<file path="config.mk">
export PLATFORM = sky130hd
export DESIGN_NAME = dec_ram_drain
export DESIGN_NICKNAME = d
export VERILOG_FILES = /design/src/rtl/dec_ram_drain.sv
export SDC_FILE = /design/constraint.sdc
export NUM_CORES = 1
export LEC_CHECK = 0
export CELL_PAD_IN_SITES_DETAIL_PLACEMENT = 0
export CELL_PAD_IN_SITES_GLOBAL_PLACEMENT = 1
export CORE_UTILIZATION = 36
export DETAILED_ROUTE_END_ITERATION = 10
export GPL_TIMING_DRIVEN = 0
export HOLD_SLACK_MARGIN = 0.15
export PLACE_DENSITY_LB_ADDON = 0.25
export RECOVER_POWER = 100
export SYNTH_ARGS = -nofsm -noshare
export SYNTH_HDL_FRONTEND = slang
export SYNTH_SLANG_ARGS = --single-unit
</file>
<file path="constraint.sdc">
create_clock -name clk -period 2.47 [get_ports clk]
set_input_delay 0.741 -clock clk [delete_from_list [all_inputs] [get_ports clk]]
set_output_delay 0.741 -clock clk [all_outputs]
set_load 0.02 [all_outputs]
</file>
<file path="src/rtl/dec_ram_drain.sv">
// Drains one frame of decision bits from a decision RAM bank and packs them LSB-first into an OUT_WIDTH stream.
// Optional feature: define DEC_DRAIN_PARITY_EN to add m_parity (XOR of the frame) on the m_last word.
module dec_ram_drain #(
   parameter int ADDR_WIDTH = 8,
   parameter int FRAME_LEN  = 256,
   parameter int OUT_WIDTH  = 8
) (
   input  logic                  clk,
   input  logic                  rst_n,
   input  logic                  start,
   input  logic                  start_bank,
   output logic [ADDR_WIDTH-1:0] ram_address,
   output logic                  ram_cs,
   output logic                  ram_we,
   output logic                  ram_rs,
   input  logic                  ram_data,
   output logic [OUT_WIDTH-1:0]  m_data,
   output logic                  m_valid,
   output logic                  m_last,
   input  logic                  m_ready,
`ifdef DEC_DRAIN_PARITY_EN
   output logic                  m_parity,
`endif
   output logic                  busy,
   output logic                  done
);
   localparam int CNT_W = (OUT_WIDTH > 1) ? $clog2(OUT_WIDTH) : 1;
   localparam logic [ADDR_WIDTH-1:0] LAST_ADDR = ADDR_WIDTH'(FRAME_LEN - 1);
   localparam logic [CNT_W-1:0]      LAST_BIT  = CNT_W'(OUT_WIDTH - 1);

   typedef enum logic [1:0] {IDLE, READ, FLUSH} state_t;
   state_t state;

   logic [ADDR_WIDTH-1:0] addr;
   logic                  cap_valid;
   logic                  cap_last;
   logic [OUT_WIDTH-1:0]  pack_data;
   logic [CNT_W-1:0]      pack_cnt;
   logic                  pack_full;
   logic                  pack_last;

   logic                  hold_free;
   logic                  take;
   logic                  word_done;
   logic                  load_from_pack;
   logic                  load_from_cap;
   logic                  issue;
   logic [OUT_WIDTH-1:0]  word;

   // A completed word that cannot enter the holding register parks in the packing
   // register; issue stalls so no capture ever arrives while it is parked.
   always_comb begin
      hold_free      = !m_valid || m_ready;
      take           = cap_valid && !pack_full;
      word           = pack_data | (OUT_WIDTH'(ram_data) << pack_cnt);
      word_done      = take && (cap_last || (pack_cnt == LAST_BIT));
      load_from_pack = pack_full && hold_free;
      load_from_cap  = word_done && hold_free;
      issue          = (state == READ) && !pack_full && !(word_done && !hold_free);
   end

   assign ram_cs      = issue;
   assign ram_address = addr;
   assign ram_we      = 1'b0;
   assign busy        = (state != IDLE);

   always_ff @(posedge clk or negedge rst_n) begin
      if (!rst_n) begin
         state     <= IDLE;
         addr      <= '0;
         ram_rs    <= 1'b0;
         cap_valid <= 1'b0;
         cap_last  <= 1'b0;
         pack_data <= '0;
         pack_cnt  <= '0;
         pack_full <= 1'b0;
         pack_last <= 1'b0;
         m_data    <= '0;
         m_valid   <= 1'b0;
         m_last    <= 1'b0;
         done      <= 1'b0;
      end else begin
         done      <= 1'b0;
         cap_valid <= issue;
         cap_last  <= issue && (addr == LAST_ADDR);

         case (state)
            IDLE: begin
               if (start) begin
                  state  <= READ;
                  ram_rs <= start_bank;
                  addr   <= '0;
               end
            end
            READ: begin
               if (issue) begin
                  if (addr == LAST_ADDR) begin
                     state <= FLUSH;
                     addr  <= '0;
                  end else begin
                     addr <= addr + ADDR_WIDTH'(1);
                  end
               end
            end
            FLUSH: begin
               if (m_valid && m_ready && m_last) begin
                  state <= IDLE;
                  done  <= 1'b1;
               end
            end
            default: state <= IDLE;
         endcase

         if (load_from_pack) begin
            pack_full <= 1'b0;
            pack_data <= '0;
            pack_cnt  <= '0;
         end else if (take) begin
            if (word_done) begin
               pack_cnt <= '0;
               if (hold_free) begin
                  pack_data <= '0;
               end else begin
                  pack_data <= word;
                  pack_full <= 1'b1;
                  pack_last <= cap_last;
               end
            end else begin
               pack_data <= word;
               pack_cnt  <= pack_cnt + CNT_W'(1);
            end
         end

         if (load_from_pack) begin
            m_data  <= pack_data;
            m_valid <= 1'b1;
            m_last  <= pack_last;
         end else if (load_from_cap) begin
            m_data  <= word;
            m_valid <= 1'b1;
            m_last  <= cap_last;
         end else if (m_valid && m_ready) begin
            m_valid <= 1'b0;
            m_last  <= 1'b0;
         end
      end
   end

`ifdef DEC_DRAIN_PARITY_EN
   logic par_acc;
   logic par_next;

   assign par_next = par_acc ^ (take & ram_data);

   // Running XOR over captured bits, cleared when a new frame is accepted.
   always_ff @(posedge clk or negedge rst_n) begin
      if (!rst_n) begin
         par_acc  <= 1'b0;
         m_parity <= 1'b0;
      end else begin
         if ((state == IDLE) && start) par_acc <= 1'b0;
         else                          par_acc <= par_next;

         if (load_from_pack)              m_parity <= pack_last & par_acc;
         else if (load_from_cap)          m_parity <= cap_last & par_next;
         else if (m_valid && m_ready)     m_parity <= 1'b0;
      end
   end
`endif

endmodule

</file>
==> load_flow_metrics.sql, run 1 <==
INSERT INTO impl_metrics (metric_group, metric, value, unit) VALUES
('detailed_routing', 'totalWireLength', '3770', 'um'),
('power', 'p_int', '1600', 'uW'),
('sta', 'finalSetupViolCount', '1', ''),
('sta', 'timing_worst_slew_pin_value', '0.926', 'ns'),
('power', 'sequentialPowerShare', '38.0', '%'),
('floorplan', 'rows', '24', ''),
('yosys', 'yosys.cell_types.count', '38', ''),
('worst_setup_path', 'critical_path_endpoint_category', 'primary output', ''),
('worst_setup_path', 'path_class', 'flop to primary output', ''),
('sta', 'fin_worst_skew', '0.00450', 'ns'),
('power', 'netSwitchingPower', '983', 'uW'),
('floorplan', 'die_h', '71.1', 'um'),
('detailed_routing', 'routed-via-count', '1449', ''),
('yosys', 'synth_fp_nets', '182', ''),
('power', 'share_comb_of_total_power', '46.4', '%'),
('detailed_routing', 'drt-vias-per-instance', '5.41', ''),
('final_layout', 'area_growth', '28.8', '%'),
('cts', 'clock_latency_of_the_later_clocked_register_in_the_worst_skew_pair', '0.28', 'ns'),
('floorplan', 'num_io_pins', '29', ''),
('sta', 'headroom_to_the_max_slew_limit', '38.3', '%'),
('placement', 'port_buffers', '27', ''),
('placement', 'preCtsSetupSlack', '-1.23', 'ns'),
('floorplan', 'coreArea', '4470', 'sq um'),
('grt', 'globalRoute.busiestLayer', 'met2', ''),
('power', 'power_density', '1170', 'nW/um^2'),
('yosys', 'xor_xnor_share_of_the_synthesized_area', '0', '%'),
('grt', 'grt_usage', '16.2', '%'),
('yosys', 'synth-edff-count', '0', ''),
('cts', 'cts_hold_buf', '0', ''),
('worst_setup_path', 'cp.required', '1.73', 'ns'),
('floorplan', 'fp.dieArea', '5050', 'sq um'),
('detailed_routing', 'drt_drc_violations_left', '4', ''),
('sta', 'max_freq', '360', 'MHz'),
('sta', 'unrepaired_setup_endpoints_after_global_routing', 'yes', ''),
('sta', 'timing.final.ws_setup', '-0.310', 'ns'),
('sta', 'setup_tns', '-0.310', 'ns'),
('power', 'power_frac_clock', '15.6', '%'),
('yosys', 'synth.yosys.warnings', '0', ''),
('final_layout', 'nFillCells', '426', ''),
('sta', 'hold_slack', '0.481', 'ns'),
('power', 'p_sw_share', '38.1', '%'),
('placement', 'gpl.final_weighted_congestion', '0.771', ''),
('sta', 'period_share', '113', '%'),
('grt', 'gr-total-overflow', '0', ''),
('worst_setup_path', 'worstPathMaxFanout', '3', ''),
('power', 'peak_supply_drop', '468', 'uV'),
('grt', 'grt_antenna_before_repair', '0', ''),
('yosys', 'post_synth_fa_ha_maj_area_fraction', '2.18', '%'),
('yosys', 'synthMuxAreaShare', '1.31', '%'),
('detailed_routing', 'drt-initial-drc-count', '65', ''),
('floorplan', 'die_width', '71.1', 'um'),
('yosys', 'synth_compound_gate_area_share', '20.9', '%'),
('yosys', 'netlist_top_cells_area', 'sky130_fd_sc_hd__dfrtp_1 (54%), sky130_fd_sc_hd__nand2_1 (4.4%), sky130_fd_sc_hd__o21a_1 (3.9%)', ''),
('job', 'cap_violations', '0', ''),
('detailed_routing', 'ant_nets', '0', ''),
('cts', 'clock-sinks', '37', ''),
('sta', 'layout_min_cycle_time', '2.78', 'ns'),
('grt', 'grt_use_met1', '22.2', '%'),
('outcome', 'outcome', 'complete, but fails checks', ''),
('cts', 'clkSlewWorstSetupHoldPaths', '0.07', 'ns'),
('final_layout', 'antenna_cells_inserted', '0', ''),
('yosys', 'syn_avg_cell_area', '9.93', 'sq um'),
('cts', 'cts_buffer_depth', '2', ''),
('yosys', 'combined_area_of_all_synthesized_cells', '1720', 'sq um'),
('grt', 'first_global_vias', '1361', ''),
('grt', 'largest_net_degree_at_the_start_of_global_routing', '38', ''),
('floorplan', 'initial_core_util', '38.4', '%'),
('outcome', 'violations', 'design-rule violations, negative setup slack', ''),
('grt', 'grt_pass1_wl', '6310', 'um'),
('cts', 'ctsRootBufferMaster', 'sky130_fd_sc_hd__clkbuf_8', ''),
('placement', 'dp.final_hpwl', '2630', 'um');
==> logic make-up after synthesis <==
family,Yosys count
buf+inv,11
mux,2
flops,37
fa+ha+maj,3
simple gates,64
compound gates,55
other cells,1
==> worst max-delay path, stage by stage (launching register included) <==
cell and delay [ns]:
sky130_fd_sc_hd__dfrtp_1 0.39, sky130_fd_sc_hd__ha_2 0.20, sky130_fd_sc_hd__ha_4 0.17, sky130_fd_sc_hd__o21a_4 0.19, sky130_fd_sc_hd__a2111o_1 0.39, sky130_fd_sc_hd__or2_4 0.25, sky130_fd_sc_hd__inv_2 0.06, sky130_fd_sc_hd__buf_6 0.11
==> metal layers <==
| metal | up-vias | wire, um |
|---|---|---|
| met5 | - | 0 |
| met4 | 0 | 44 |
| met3 | 6 | 155 |
| met2 | 35 | 1690 |
| met1 | 700 | 1890 |
| li1 | 708 | - |
==> state kept, by name, summed over array words and instances, names as in the netlist <==
name,count
m_valid,1
cap_valid,1
m_data,8
done,1
m_last,1
pack_full,1
cap_last,1
state,2
ram_rs,1
ram_address,8
pack_cnt,3
pack_data,8
pack_last,1
==> metrics by stage <==
stage | area (sq um) | utilization [%] | power (uW)
5_1_grt | 2210 | 49.4 | 2780
2_1_floorplan | 1720 | - | 1650
4_1_cts | 2190 | 49.0 | 2580
3_5_place_dp | 2050 | 45.8 | 2080
3_3_place_gp | 2050 | 45.9 | 2050
6_report | 2210 | 49.4 | 2580
==> worst paths after layout <==
path,startpoint,endpoint,slack [ns],cells after the start
worst max-delay path,pack_cnt[1]$_DFFE_PN0P_,ram_cs,-0.31,7
worst min-delay path,m_data[1]$_DFFE_PN0P_,m_data[1]$_DFFE_PN0P_,0.48,2
worst max register to register,pack_cnt[1]$_DFFE_PN0P_,ram_address[4]$_DFFE_PN0P_,0.31,8
worst min register to register,m_data[1]$_DFFE_PN0P_,m_data[1]$_DFFE_PN0P_,0.48,2
max in group asynchronous,rst_n,cap_valid$_DFF_PN0_,1.32,1
min in group asynchronous,rst_n,m_data[3]$_DFFE_PN0P_,0.58,1
==> area by class of cell <==
type	instances	area, sq um	share of cell area [%]
plain buffers	7	31.3	1.41
clock buffers	6	72.6	3.28
clock inverters	2	10.0	0.452
inverters	4	15.0	0.679
multi-input cells	125	768	34.7
flip-flops and latches	37	926	41.9
well taps	52	65.1	2.94
repair buffers	35	324	14.6
==> synth_stat cells, types with 2 or more instances <==
master and number:
sky130_fd_sc_hd__dfrtp_1 37, sky130_fd_sc_hd__nand2_1 20, sky130_fd_sc_hd__o21ai_0 13, sky130_fd_sc_hd__a21oi_1 12, sky130_fd_sc_hd__nor2_1 9, sky130_fd_sc_hd__o21a_1 9, sky130_fd_sc_hd__nor3_1 7, sky130_fd_sc_hd__clkbuf_1 5
sky130_fd_sc_hd__nand2b_1 5, sky130_fd_sc_hd__nand3_1 5, sky130_fd_sc_hd__inv_1 4, sky130_fd_sc_hd__nor2b_1 4, sky130_fd_sc_hd__o31ai_1 4, sky130_fd_sc_hd__a22o_1 3, sky130_fd_sc_hd__a31oi_1 3, sky130_fd_sc_hd__and3_1 3
sky130_fd_sc_hd__ha_1 3, sky130_fd_sc_hd__nor4_1 3, sky130_fd_sc_hd__o211ai_1 3, sky130_fd_sc_hd__and2_1 2, sky130_fd_sc_hd__mux2_2 2
==> power by group through the flow <==
stage,clock [uW],combinational [uW],sequential (uW)
finish,402,1200,979
global placement,0,1070,981
CTS,422,1180,981
floorplan,0,571,1080
detailed placement,0,1090,993
global route,448,1320,1010
==> repair_timing <==
item / CTS / global route
setup endpoints to repair: 1 / 1
pin swaps: 3 / 4
buffers inserted: 6 / 2
resized for setup: 12 / 1
Power figures use the tool's default switching activity.
==> inputs of run 2 (changes only) <==
--- a/config.mk
+++ b/config.mk
@@ -5,9 +5,9 @@
 export SDC_FILE = /design/constraint.sdc
 export NUM_CORES = 1
 export LEC_CHECK = 0
-export CELL_PAD_IN_SITES_DETAIL_PLACEMENT = 0
-export CELL_PAD_IN_SITES_GLOBAL_PLACEMENT = 1
-export CORE_UTILIZATION = 36
+export CELL_PAD_IN_SITES_DETAIL_PLACEMENT = 1
+export CELL_PAD_IN_SITES_GLOBAL_PLACEMENT = 2
+export CORE_UTILIZATION = 29
 export DETAILED_ROUTE_END_ITERATION = 10
 export GPL_TIMING_DRIVEN = 0
 export HOLD_SLACK_MARGIN = 0.15
==> run 2 against run 1 <==
The flow finishes with violations (negative setup slack). First-iteration DRC count up 26%. Power up 1.6%. Clock power up 2%. Critical path type unchanged.
==> load_flow_metrics.sql, run 2 (synthesized netlist as in run 1, its figures left out) <==
INSERT INTO impl_metrics (metric_group, metric, value, unit) VALUES
('detailed_routing', 'drt-vias-per-instance', '4.98', ''),
('power', 'p_int', '1600', 'uW'),
('sta', 'fin_worst_skew', '0.00467', 'ns'),
('cts', 'clock_latency_of_the_later_clocked_register_in_the_worst_skew_pair', '0.29', 'ns'),
('grt', 'gr-total-overflow', '0', ''),
('worst_setup_path', 'cp_num_buf_inv', '2', ''),
('floorplan', 'coreArea', '5610', 'sq um'),
('cts', 'cts_hold_buf', '0', ''),
('power', 'fin_total_pwr', '2620', 'uW'),
('worst_setup_path', 'crit_path_top_delay_cell', 'sky130_fd_sc_hd__dfrtp_1', ''),
('power', 'share_comb_of_total_power', '46.3', '%'),
('sta', 'period_share', '112', '%'),
('final_layout', 'final_common_cell', 'sky130_fd_sc_hd__dfrtp_1', ''),
('worst_setup_path', 'setup.reg_to_reg.worst_slack', '0.41', 'ns'),
('worst_setup_path', 'rr_startpoint', 'pack_cnt[0]$_DFFE_PN0P_', ''),
('detailed_routing', 'ant_nets', '0', ''),
('grt', 'largest_net_degree_at_the_start_of_global_routing', '38', ''),
('floorplan', 'num_io_pins', '29', ''),
('sta', 'max_freq', '360', 'MHz'),
('final_layout', 'antenna_cells_inserted', '0', ''),
('power', 'leakage', '0.000962', 'uW'),
('detailed_routing', 'totalWireLength', '4310', 'um'),
('cts', 'ctsRootBufferMaster', 'sky130_fd_sc_hd__clkbuf_8', ''),
('worst_setup_path', 'cp.depth', '7', ''),
('sta', 'headroom_to_the_max_slew_limit', '37.8', '%'),
('detailed_routing', 'route.detailed.wl_per_inst', '14.9', 'um'),
('cts', 'cts_tree', 'built', ''),
('grt', 'grt_antenna_before_repair', '0', ''),
('outcome', 'outcome', 'complete, but fails checks', ''),
('min_path', 'min-delay-path-class', 'flop to flop', ''),
('final_layout', 'nFillCells', '661', ''),
('power', 'peak_supply_drop', '405', 'uV'),
('placement', 'port_buffers', '27', ''),
('cts', 'clkSlewWorstSetupHoldPaths', '0.07', 'ns'),
('floorplan', 'initial_core_util', '30.6', '%'),
('worst_setup_path', 'timing.critical_path.max_delay_family', 'compound AO/OA/AOI/OAI gates', ''),
('floorplan', 'die_width', '79.0', 'um'),
('detailed_routing', 'routed-via-count', '1438', ''),
('power', 'power_frac_clock', '15.7', '%'),
('final_layout', 'drive_above_1_share', '12.9', '%'),
('cts', 'clock-sinks', '37', ''),
('power', 'sequentialPowerShare', '38.0', '%'),
('cts', 'number_of_clock_buffers_inserted_by_tritoncts', '5', ''),
('placement', 'dp.final_hpwl', '3050', 'um'),
('sta', 'maxSlewViolCount', '0', ''),
('sta', 'timing.final.ws_setup', '-0.308', 'ns'),
('floorplan', 'die_h', '79.0', 'um'),
('sta', 'setup_tns', '-0.308', 'ns'),
('worst_setup_path', 'r2r_end', 'ram_address[6]$_DFFE_PN0P_', ''),
('placement', 'gpl.final_weighted_congestion', '0.745', ''),
('sta', 'unrepaired_setup_endpoints_after_global_routing', 'yes', ''),
('power', 'netSwitchingPower', '1020', 'uW'),
('worst_setup_path', 'crit_path_start', 'pack_cnt[0]$_DFFE_PN0P_', ''),
('min_path', 'worstHoldPathCells', '2', ''),
('final_layout', 'area_growth', '30.8', '%'),
('cts', 'cts_buffer_depth', '2', ''),
('worst_setup_path', 'cp.required', '1.73', 'ns'),
('grt', 'first_global_vias', '1552', ''),
('cts', 'clock_tree.htree_level_count', '2', ''),
('worst_setup_path', 'critical_path_endpoint_category', 'primary output', ''),
('power', 'p_sw_share', '38.9', '%'),
('detailed_routing', 'drt_pass_1_iters', '4', ''),
('final_layout', 'layout_common_cells', 'sky130_fd_sc_hd__dfrtp_1 (37), sky130_fd_sc_hd__clkdlybuf4s50_1 (23), sky130_fd_sc_hd__nand2_1 (20)', ''),
('worst_setup_path', 'worstPathMaxFanout', '2', ''),
('detailed_routing', 'drt-initial-drc-count', '82', ''),
('sta', 'finalSetupViolCount', '1', ''),
('worst_setup_path', 'worstSetupEndpoint', 'ram_cs', ''),
('floorplan', 'fp.dieArea', '6240', 'sq um'),
('worst_setup_path', 'r2r.worst_path.cells', '7', ''),
('sta', 'finalHoldViolCount', '0', ''),
('worst_setup_path', 'worst_path_largest_cell_delay', '0.39', 'ns'),
('outcome', 'violations', 'negative setup slack', ''),
('worst_setup_path', 'critical_path_arrival', '2.04', 'ns'),
('job', 'cap_violations', '0', ''),
('floorplan', 'rows', '27', ''),
('final_layout', 'finalNonFillerCells', '289', ''),
('grt', 'grt_pass1_wl', '7480', 'um'),
('worst_setup_path', 'crit_path_start_kind', 'flop', ''),
('power', 'power_density', '1170', 'nW/um^2'),
('detailed_routing', 'drt_drc_violations_left', '0', ''),
('worst_setup_path', 'crit_path_cell_trace', 'ha_2, ha_4, o21a_4, a2111o_1, or2_4, inv_4, buf_6', ''),
('worst_setup_path', 'path_class', 'flop to primary output', ''),
('final_layout', 'final_core_utilization', '40.1', '%'),
('grt', 'grt_usage', '15.6', '%'),
('final_layout', 'nets', '225', ''),
('sta', 'layout_min_cycle_time', '2.78', 'ns'),
('sta', 'timing_worst_slew_pin_value', '0.932', 'ns'),
('placement', 'placedCellCount', '272', '');
-- run 2: cell count changes in the layout (fill, tap and decap cells not counted), sizes merged --
cell / change
clkinv: -2
dlygate4sd3: -1
buf: +1
clkbuf: +2
clkdlybuf4s50: +1
-- run 2: worst min path at each step --
stage,end,slack (ns),from
after floorplan,cap_last$_DFF_PN0_,0.45,rst_n
after global placement,m_data[1]$_DFFE_PN0P_,0.46,m_data[1]$_DFFE_PN0P_
after detailed placement,m_data[6]$_DFFE_PN0P_,0.47,m_data[6]$_DFFE_PN0P_
after CTS,m_data[6]$_DFFE_PN0P_,0.49,m_data[6]$_DFFE_PN0P_
after global routing,m_data[3]$_DFFE_PN0P_,0.51,m_data[3]$_DFFE_PN0P_
final,m_data[3]$_DFFE_PN0P_,0.48,m_data[3]$_DFFE_PN0P_
-- run 2: power by group through the flow --
stage          clock, uW  sequential, uW  combinational (uW)
6_report             411             994                1210
5_1_grt              455            1030                1340
4_1_cts              431             995                1210
3_5_place_dp           0            1010                1110
3_3_place_gp           0             985                1080
2_1_floorplan          0            1080                 571
-- run 2: layout make-up --
| cell class | instances | area (sq um) | area share (%) |
|---|---|---|---|
| Inverter | 4 | 17.5 | 0.780 |
| Buffer | 7 | 31.3 | 1.39 |
| Tap cell | 72 | 90.1 | 4.01 |
| Multi-Input combinational cell | 125 | 771 | 34.3 |
| Sequential cell | 37 | 926 | 41.2 |
| Timing Repair Buffer | 36 | 332 | 14.8 |
| Clock buffer | 8 | 80.1 | 3.56 |
-- run 2: timing repair --
action / CTS / global route
setup buffers: 7 / 2
pin swaps: 4 / 4
setup endpoints to repair: 1 / 1
gates resized for setup: 14 / 1
-- run 2: per-layer routing --
metal / vias up / global-route usage [%] / part of all wire, %
met5: - / 0 / 0
met4: 0 / 7.09 / 1.9
met3: 8 / 3.10 / 2.4
met2: 20 / 25.1 / 47
met1: 703 / 20.2 / 49
li1: 707 / - / -
-- run 2: worst register-to-register path, delay by kind of cell, from the launching register on --
family          cells  cell delay [ns]
fa+ha+maj           2             0.37
flops               1             0.39
simple gates        1             0.26
compound gates      3             0.80
buf+inv             1             0.15
-- run 2: metrics by stage --
stage	instance area (sq um)	worst slack (ns)	hold WS, ns
floorplan	1720	-0.0731	0.445
global placement	2080	-1.25	0.462
detailed placement	2070	-1.25	0.469
CTS	2230	-0.397	0.486
global route	2250	-0.382	0.513
finish	2250	-0.308	0.481
==> inputs of run 3 (changes only) <==
--- a/config.mk
+++ b/config.mk
@@ -5,6 +5,7 @@
 export SDC_FILE = /design/constraint.sdc
 export NUM_CORES = 1
 export LEC_CHECK = 0
+export ABC_CLOCK_PERIOD_IN_PS = 2470
 export CELL_PAD_IN_SITES_DETAIL_PLACEMENT = 1
 export CELL_PAD_IN_SITES_GLOBAL_PLACEMENT = 2
 export CORE_UTILIZATION = 29
==> results of run 3 <==
No change in the layout: final DEF, timing and power equal those of run 2.
